$ cat config.mk
export PLATFORM = sky130hd
export DESIGN_NAME = oam_dma_ctrl
export DESIGN_NICKNAME = d
export VERILOG_FILES = /design/src/rtl/oam_dma_ctrl.sv
export SDC_FILE = /design/constraint.sdc
export NUM_CORES = 1
export LEC_CHECK = 0
export BUFFER_PORTS_ARGS = -buffer_cell sky130_fd_sc_hd__clkbuf_2
export CELL_PAD_IN_SITES_DETAIL_PLACEMENT = 1
export CELL_PAD_IN_SITES_GLOBAL_PLACEMENT = 1
export CORE_AREA = 2 2 74 104
export CTS_CLUSTER_DIAMETER = 100
export CTS_CLUSTER_SIZE = 40
export DETAILED_ROUTE_END_ITERATION = 8
export DIE_AREA = 0 0 76 106
export GPL_TIMING_DRIVEN = 0
export PLACE_DENSITY = 0.78
export SLEW_MARGIN = 20
export SYNTH_ARGS = -nofsm -noshare
export SYNTH_HDL_FRONTEND = slang
export SYNTH_SLANG_ARGS = --single-unit
$ cat constraint.sdc
create_clock -name clk -period 6.8 [get_ports clk]
set_input_delay 0.68 -clock clk [delete_from_list [all_inputs] [get_ports clk]]
set_output_delay 0.68 -clock clk [all_outputs]
set_load 0.03 [all_outputs]
$ cat src/rtl/oam_dma_ctrl.sv
// rtl/oam_dma_ctrl.sv - sprite OAM DMA engine: halts the CPU and copies one 256-byte page into primary OAM
module oam_dma_ctrl (
    input  logic        clk,
    input  logic        reset,
    input  logic        cpu_ce,
    input  logic [15:0] cpu_addr,
    input  logic [7:0]  cpu_wdata,
    input  logic        cpu_we,
    input  logic [7:0]  mem_rdata,
    output logic        cpu_halt,
    output logic [15:0] dma_addr,
    output logic        dma_rd,
    output logic [7:0]  oam_addr,
    output logic [7:0]  oam_data,
    output logic        oam_dma,
    output logic        dma_done
);

    typedef enum logic [2:0] {
        S_IDLE,
        S_HALT,
        S_ALIGN,
        S_READ,
        S_WRITE
    } state_t;

    state_t      state;
    state_t      state_nxt;
    logic        parity;
    logic [7:0]  cnt;
    logic [7:0]  cnt_nxt;
    logic [7:0]  oam_base;
    logic [7:0]  src_page;
    logic [7:0]  byte_latch;
    logic        wr_base;
    logic        wr_page;
    logic        last_write;

    always_comb begin
        state_nxt  = state;
        cnt_nxt    = cnt;
        wr_base    = 1'b0;
        wr_page    = 1'b0;
        last_write = 1'b0;
        if (cpu_ce) begin
            case (state)
                S_IDLE: begin
                    wr_base = cpu_we && (cpu_addr == 16'h2003);
                    if (cpu_we && (cpu_addr == 16'h4014)) begin
                        wr_page   = 1'b1;
                        state_nxt = S_HALT;
                    end
                end
                // parity here types the cycle that this cpu_ce starts; reads must start on a get cycle
                S_HALT:  state_nxt = parity ? S_ALIGN : S_READ;
                S_ALIGN: state_nxt = S_READ;
                S_READ:  state_nxt = S_WRITE;
                S_WRITE: begin
                    cnt_nxt    = cnt + 8'd1;
                    last_write = (cnt == 8'hFF);
                    state_nxt  = last_write ? S_IDLE : S_READ;
                end
                default: state_nxt = S_IDLE;
            endcase
        end
    end

    always_ff @(posedge clk or posedge reset) begin
        if (reset) begin
            state      <= S_IDLE;
            parity     <= 1'b0;
            cnt        <= 8'd0;
            oam_base   <= 8'd0;
            src_page   <= 8'd0;
            byte_latch <= 8'd0;
            dma_addr   <= 16'd0;
            oam_addr   <= 8'd0;
            dma_done   <= 1'b0;
        end else begin
            dma_done <= 1'b0;
            if (cpu_ce) begin
                parity <= ~parity;
                state  <= state_nxt;
                if (wr_base) begin
                    oam_base <= cpu_wdata;
                end
                if (wr_page) begin
                    src_page <= cpu_wdata;
                    cnt      <= 8'd0;
                end else begin
                    cnt <= cnt_nxt;
                end
                // address registers only move on entry, so they hold their last value while idle
                if (state_nxt == S_READ) begin
                    dma_addr <= {src_page, cnt_nxt};
                end
                if (state == S_READ) begin
                    byte_latch <= mem_rdata;
                    oam_addr   <= oam_base + cnt;
                end
                if (last_write) begin
                    dma_done <= 1'b1;
                end
            end
        end
    end

    assign cpu_halt = (state != S_IDLE);
    assign dma_rd   = (state == S_READ);
    assign oam_dma  = (state == S_WRITE);
    assign oam_data = byte_latch;

endmodule
==> flow_summary_export.csv, run 1 <==
group,metric,value,unit
setup_path,slowest_stage,"nor3_1",
synth,synth_warnings,0,
grt,grt_max_degree,34,
synth,syn_area,0.00304,sq mm
setup_path,max_stage_delay,0.83,ns
timing,worst_pin_slew,0.959,ns
timing,grt_setup_unrepaired,"no",
layout,synthToLayoutAreaGrowth,21.8,%
synth,synthCells,249,
clocking,cts_setup_buffers,0,
route,routed_via_density,5.25,
grt,antenna_found_initial,0,
setup_path,path_delay_family,"simple AND/OR/NAND/NOR gates",
route,dr_total_vias,2270,
synth,avgSynthCellArea,12.2,sq um
route,dr.pass1.iters,4,
place,place_ws,4.05,ns
synth,ys_seq_area_share,50.2,%
synth,synth_cell_types,44,
setup_path,r2r-start,"state[2]$_DFFE_PP0P_",
grt,grt_pass1_vias,2385,
place,gp_congestion,0.814,
worst_hold_path,min_path_type,"primary input to async pin",
synth,syn_nets,294,
pwr,power_density,300,mW/mm^2
layout,drive_gt1_share,40.6,%
route,routedWlPerCell,16.4,um
clocking,htreeDepth,3,
synth,async_flop_share,100,%
timing,drv_slew,0,
flow_run,cap_violations,0,
grt,grt.overflow.total,0,
pwr,finalPower,1.11,mW
setup_path,cp.buffers_inverters,2,
route,antenna_left,0,
clocking,cts-resized-gates,0,
die,core_area,0.00718,sq mm
die,initial_core_util,42.3,%
synth,synth_edf_count,0,
timing,skew,0.00856,ns
die,fp-row-count,37,
setup_path,r2r-end,"dma_addr[6]$_DFFE_PP0P_",
pwr,total_leakage_power,1.90,nW
layout,utilization,51.6,%
setup_path,cp_max_fo,10,
clocking,cts_tree,"yes",
die,pin_count,72,
timing,slew_headroom,35.6,%
clocking,cts_hold_buf,0,
setup_path,cp.required,6.12,ns
timing,setup_ws,4.00,ns
route,routed_wl,7070,um
timing,period_minus_slack,2.80,ns
run_status,status,"finished clean",
place,hpwl,5370,um
timing,setup-tns-final,0,ns
timing,final_hold_viol_count,0,
setup_path,critPathKind,"flip-flop to primary output",
setup_path,reg2reg_depth,7,
setup_path,critPathCaptureType,"primary output",
synth,synth_seq_cells,61,
setup_path,cp-start-kind,"flip-flop",
route,drtIter0Drc,94,
timing,period_share,41.1,%
setup_path,path_cells,"clkbuf_1, nor3_1, clkbuf_2",
layout,n_antenna_cell,0,
layout,n_fill_cell,803,
setup_path,arrival,2.12,ns
layout,num-nets-final,377,
clocking,cts_buffers,9,
setup_path,reg2reg_slack,4.09,ns
die,die_width,76,um
die,dieArea,0.00806,sq mm
clocking,cts_buffer_depth,2,
pwr,peakVddDrop,0.000222,V
clocking,root_buffer,"clkbuf_8",
die,die_h,106,um
clocking,cts.sinks,61,
grt,grt_pass1_wl,11300,um
timing,fmax,358,MHz
route,drc_errors,0,
clocking,clk_pin_slew,0.07,ns
synth,ys.flop_type,"dfrtp_1",
timing,setup_viol,0,
clocking,worstSkewPairLatency,0.34,ns
place,numPortBuffers,71,
grt,track_usage,18.3,%
[metal layers]
| layer | vias to the layer above | wire [um] | global-route usage (%) |
|---|---|---|---|
| met3 | 9 | 309 | 5.01 |
| met2 | 59 | 3860 | 34.1 |
| met5 | - | 0 | 0 |
| li1 | 1066 | - | - |
| met4 | 0 | 107 | 6.62 |
| met1 | 1136 | 2790 | 19.7 |
[cell usage after synthesis (6+ instances only)]
cell type	number	area, sq um
nand2_1	14	52.6
clkbuf_1	9	33.8
ha_1	8	100
mux2_4	10	150
inv_1	6	22.5
dfrtp_1	61	1530
a21oi_1	6	30.0
nand3_1	6	30.0
nor2_1	7	26.3
o21ai_0	18	90.1
xor2_1	7	61.3
mux2_2	31	349
[flip-flops by register name (all words and copies together) (netlist names)]
| signal | cells |
|---|---|
| src_page | 8 |
| oam_data | 8 |
| dma_done | 1 |
| cnt | 8 |
| oam_addr | 8 |
| state | 3 |
| parity | 1 |
| oam_base | 8 |
| dma_addr | 16 |
[final cells by class]
type	count	area, sq um	share of cell area (%)
plain buffers	11	65.1	1.76
clock buffers	10	138	3.72
clock inverters	4	26.3	0.710
inverters	7	28.8	0.778
multi-input cells	170	1420	38.4
flip-flops and latches	61	1530	41.2
well taps	97	121	3.28
repair buffers	72	375	10.1
[worst max path at each step]
stage	start	to	depth (start not counted)
floorplan	state[1]$_DFFE_PP0P_	dma_addr[0]$_DFFE_PP0P_	7
global placement	reset	state[1]$_DFFE_PP0P_	2
detailed placement	cpu_addr[13]	dma_addr[6]$_DFFE_PP0P_	8
CTS	state[1]$_DFFE_PP0P_	oam_dma	3
global route	state[1]$_DFFE_PP0P_	oam_dma	3
finish	state[1]$_DFFE_PP0P_	oam_dma	3
[report_power, final]
part | internal, mW | switching [mW]
sequential | 0.419 | 0.0395
combinational | 0.146 | 0.227
clock | 0.137 | 0.142
total | 0.702 | 0.408
[stage by stage]
stage          cells  area, sq um  hold WS (ns)
2_1_floorplan    249         3040         0.440
3_3_place_gp     417         3510         0.461
3_5_place_dp     418         3540         0.458
4_1_cts          432         3700         0.305
5_1_grt          432         3700         0.336
6_report         432         3700         0.308
[layout by cell type, fill, tap and decap left out, types with 7 or more instances in the layout]
cell type,instances
mux2_2,31
clkbuf_8,10
mux2_4,10
o21ai_0,18
xor2_1,7
nor2_1,7
clkbuf_1,9
nand2_1,14
dfrtp_1,61
clkbuf_2,71
ha_1,8
[cell families (layout without fill, tap and decap cells)]
family | Yosys count | after routing | share of synthesized area [%]
buffers and inverters | 18 | 104 | 3.01
and+or+nand+nor | 67 | 67 | 14.4
muxes | 41 | 41 | 16.4
xor gates and xnor gates | 11 | 11 | 3.17
adders and majority gates | 9 | 9 | 3.95
DFF | 61 | 61 | 50.2
AOI/OAI and AO/OA | 42 | 42 | 8.77
(Power assumes the default switching activity.)
==> run 2: changes to the inputs <==
- CORE_AREA: 2 2 74 104 -> 2 2 75 106
- DIE_AREA: 0 0 76 106 -> 0 0 77 108
- PLACE_DENSITY: 0.78 -> 0.76
- clock period: 6.8 -> 2.77 ns (I/O delays scaled with it)
==> flow_summary_export.csv, run 2 (synthesized netlist as in run 1, its figures left out) <==
group,metric,value,unit
route,drc_errors,0,
layout,final_common_cell,"clkbuf_2",
place,numPortBuffers,71,
route,routedWlPerCell,16.2,um
route,wl_met3,269,um
worst_hold_path,worstHoldEndpoint,"oam_data[3]$_DFFE_PP0P_",
layout,num-nets-final,383,
setup_path,max_stage_delay,0.53,ns
clocking,root_buffer,"clkbuf_8",
pwr,total_leakage_power,1.96,nW
setup_path,critPathCaptureType,"flip-flop",
layout,drive_gt1_share,41.7,%
route,met2_length,3810,um
place,placement.cell_area,0.00354,sq mm
die,initial_core_util,41.5,%
layout,n_fill_cell,826,
route,antenna_left,0,
timing,period_share,95.1,%
die,die_width,77,um
clocking,clk_pin_slew,0.07,ns
grt,grt_pass1_wl,11300,um
run_status,status,"finished clean",
die,core_area,0.00731,sq mm
setup_path,reg2reg_slack,0.14,ns
timing,setup_ws,0.136,ns
worst_hold_path,hp-start,"mem_rdata[3]",
clocking,cts_tree,"yes",
route,top_layer_used,"met4",
timing,drv_slew,0,
worst_hold_path,min_path_type,"primary input to flip-flop",
worst_hold_path,hold_depth,2,
clocking,cts_buffer_depth,2,
setup_path,arrival,2.87,ns
place,hpwl,5200,um
route,drtIter0Drc,76,
setup_path,r2r-end,"dma_addr[4]$_DFFE_PP0P_",
setup_path,r2r-start,"state[1]$_DFFE_PP0P_",
die,fp-row-count,37,
die,pin_count,72,
pwr,peakVddDrop,0.000528,V
clocking,worstSkewPairLatency,0.35,ns
timing,period_minus_slack,2.63,ns
place,place_ws,0.0662,ns
grt,grt_max_degree,33,
layout,synthToLayoutAreaGrowth,25.9,%
die,die_h,108,um
pwr,power_density,778,mW/mm^2
layout,largest_reg_flops,16,
timing,fin_hold_ws,0.160,ns
route,dr.pass1.iters,4,
layout,top_register,"dma_addr",
flow_run,cap_violations,0,
layout,final_cell_mix,"71 x clkbuf_2, 60 x dfrtp_1, 31 x mux2_2",
route,dr_total_vias,2262,
timing,slew_headroom,42.2,%
layout,n_antenna_cell,0,
setup_path,critPathKind,"flip-flop to flip-flop",
setup_path,path_cells,"or3_4, or4b_4, nor3_4, o311a_1, buf_6, buf_12, mux2_4",
setup_path,slowest_stage,"or4b_4",
timing,setup_viol,0,
die,dieArea,0.00832,sq mm
grt,track_usage,18.0,%
timing,fmax,380,MHz
pwr,finalPower,2.97,mW
clocking,cts.sinks,61,
clocking,htreeDepth,3,
setup_path,cp_max_fo,10,
grt,antenna_found_initial,0,
grt,grt_pass1_vias,2385,
timing,skew,0.0112,ns
timing,setup-tns-final,0,ns
setup_path,reg2reg_depth,7,
grt,grt.overflow.total,0,
place,gp_congestion,0.790,
timing,worst_pin_slew,0.861,ns
timing,final_hold_viol_count,0,
route,routed_via_density,5.14,
layout,final_area,0.00382,sq mm
clocking,cts_buffers,9,
timing,grt_setup_unrepaired,"no",
setup_path,cp.required,3.00,ns
route,met1_length,2890,um
route,routed_wl,7120,um
setup_path,cp-start-kind,"flip-flop",
[run 2: cell count changes in the layout (fill, tap and decap cells not counted)]
| cell | delta |
|---|---|
| dfrtp_2 | +1 |
| dlygate4sd3_1 | +1 |
| clkbuf_1 | +1 |
| buf_4 | +4 |
| clkinvlp_4 | -1 |
| clkbuf_8 | +1 |
| clkinv_4 | -1 |
| dfrtp_1 | -1 |
| buf_12 | +1 |
| bufinv_16 | +2 |
[run 2: layer usage]
layer  vias to the layer above  GRT usage (%)
li1                       1080              -
met4                         0           9.95
met3                        12           3.34
met5                         -              0
met1                      1113           19.5
met2                        57           33.1
[run 2: final cells by class]
type | count | area (sq um) | area share (%)
buffer | 11 | 65.1 | 1.70
clock buffer | 12 | 155 | 4.06
clock inverter | 4 | 70.1 | 1.83
inverter | 7 | 28.8 | 0.753
multi-input combinational | 170 | 1420 | 37.1
sequential | 61 | 1530 | 40.0
tap | 97 | 121 | 3.17
timing repair buffer | 78 | 435 | 11.4
[run 2: repair_timing]
action	CTS	global route
endpoints found under the setup margin	0	10
setup buffers	0	5
endpoints found under the hold margin	29	0
gates resized for setup	0	1
hold buffers	1	0
[run 2: worst max path at each step]
stage | start | to | slack (ns) | cells past startpoint
6_report | state[1]$_DFFE_PP0P_ | dma_addr[4]$_DFFE_PP0P_ | 0.14 | 7
5_1_grt | state[1]$_DFFE_PP0P_ | dma_addr[3]$_DFFE_PP0P_ | 0.03 | 7
4_1_cts | state[2]$_DFFE_PP0P_ | dma_addr[4]$_DFFE_PP0P_ | 0.05 | 7
3_5_place_dp | state[2]$_DFFE_PP0P_ | dma_addr[5]$_DFFE_PP0P_ | 0.07 | 7
3_3_place_gp | state[2]$_DFFE_PP0P_ | dma_addr[5]$_DFFE_PP0P_ | 0.08 | 7
2_1_floorplan | state[1]$_DFFE_PP0P_ | dma_addr[0]$_DFFE_PP0P_ | 0.27 | 7
[run 2: per-stage QoR]
step / utilization (%) / instances
floorplan: - / 249
global placement: 48.0 / 417
detailed placement: 48.4 / 418
CTS: 51.6 / 435
global route: 52.3 / 440
finish: 52.3 / 440
[run 2: worst max-delay path, delay by kind of cell, from the launching register on]
family	cells	cell delay, ns
compound gates	1	0.26
buf+inv	2	0.29
flops	1	0.39
mux	1	0.30
simple gates	3	1.28
[run 2: report_power, final]
| group | leakage, nW | switching, mW | total, mW | internal (mW) |
|---|---|---|---|---|
| combinational | 1.02 | 0.565 | 0.950 | 0.384 |
| sequential | 0.821 | 0.0932 | 1.12 | 1.03 |
| clock | 0.116 | 0.348 | 0.901 | 0.553 |
| total | 1.96 | 1.01 | 2.97 | 1.97 |
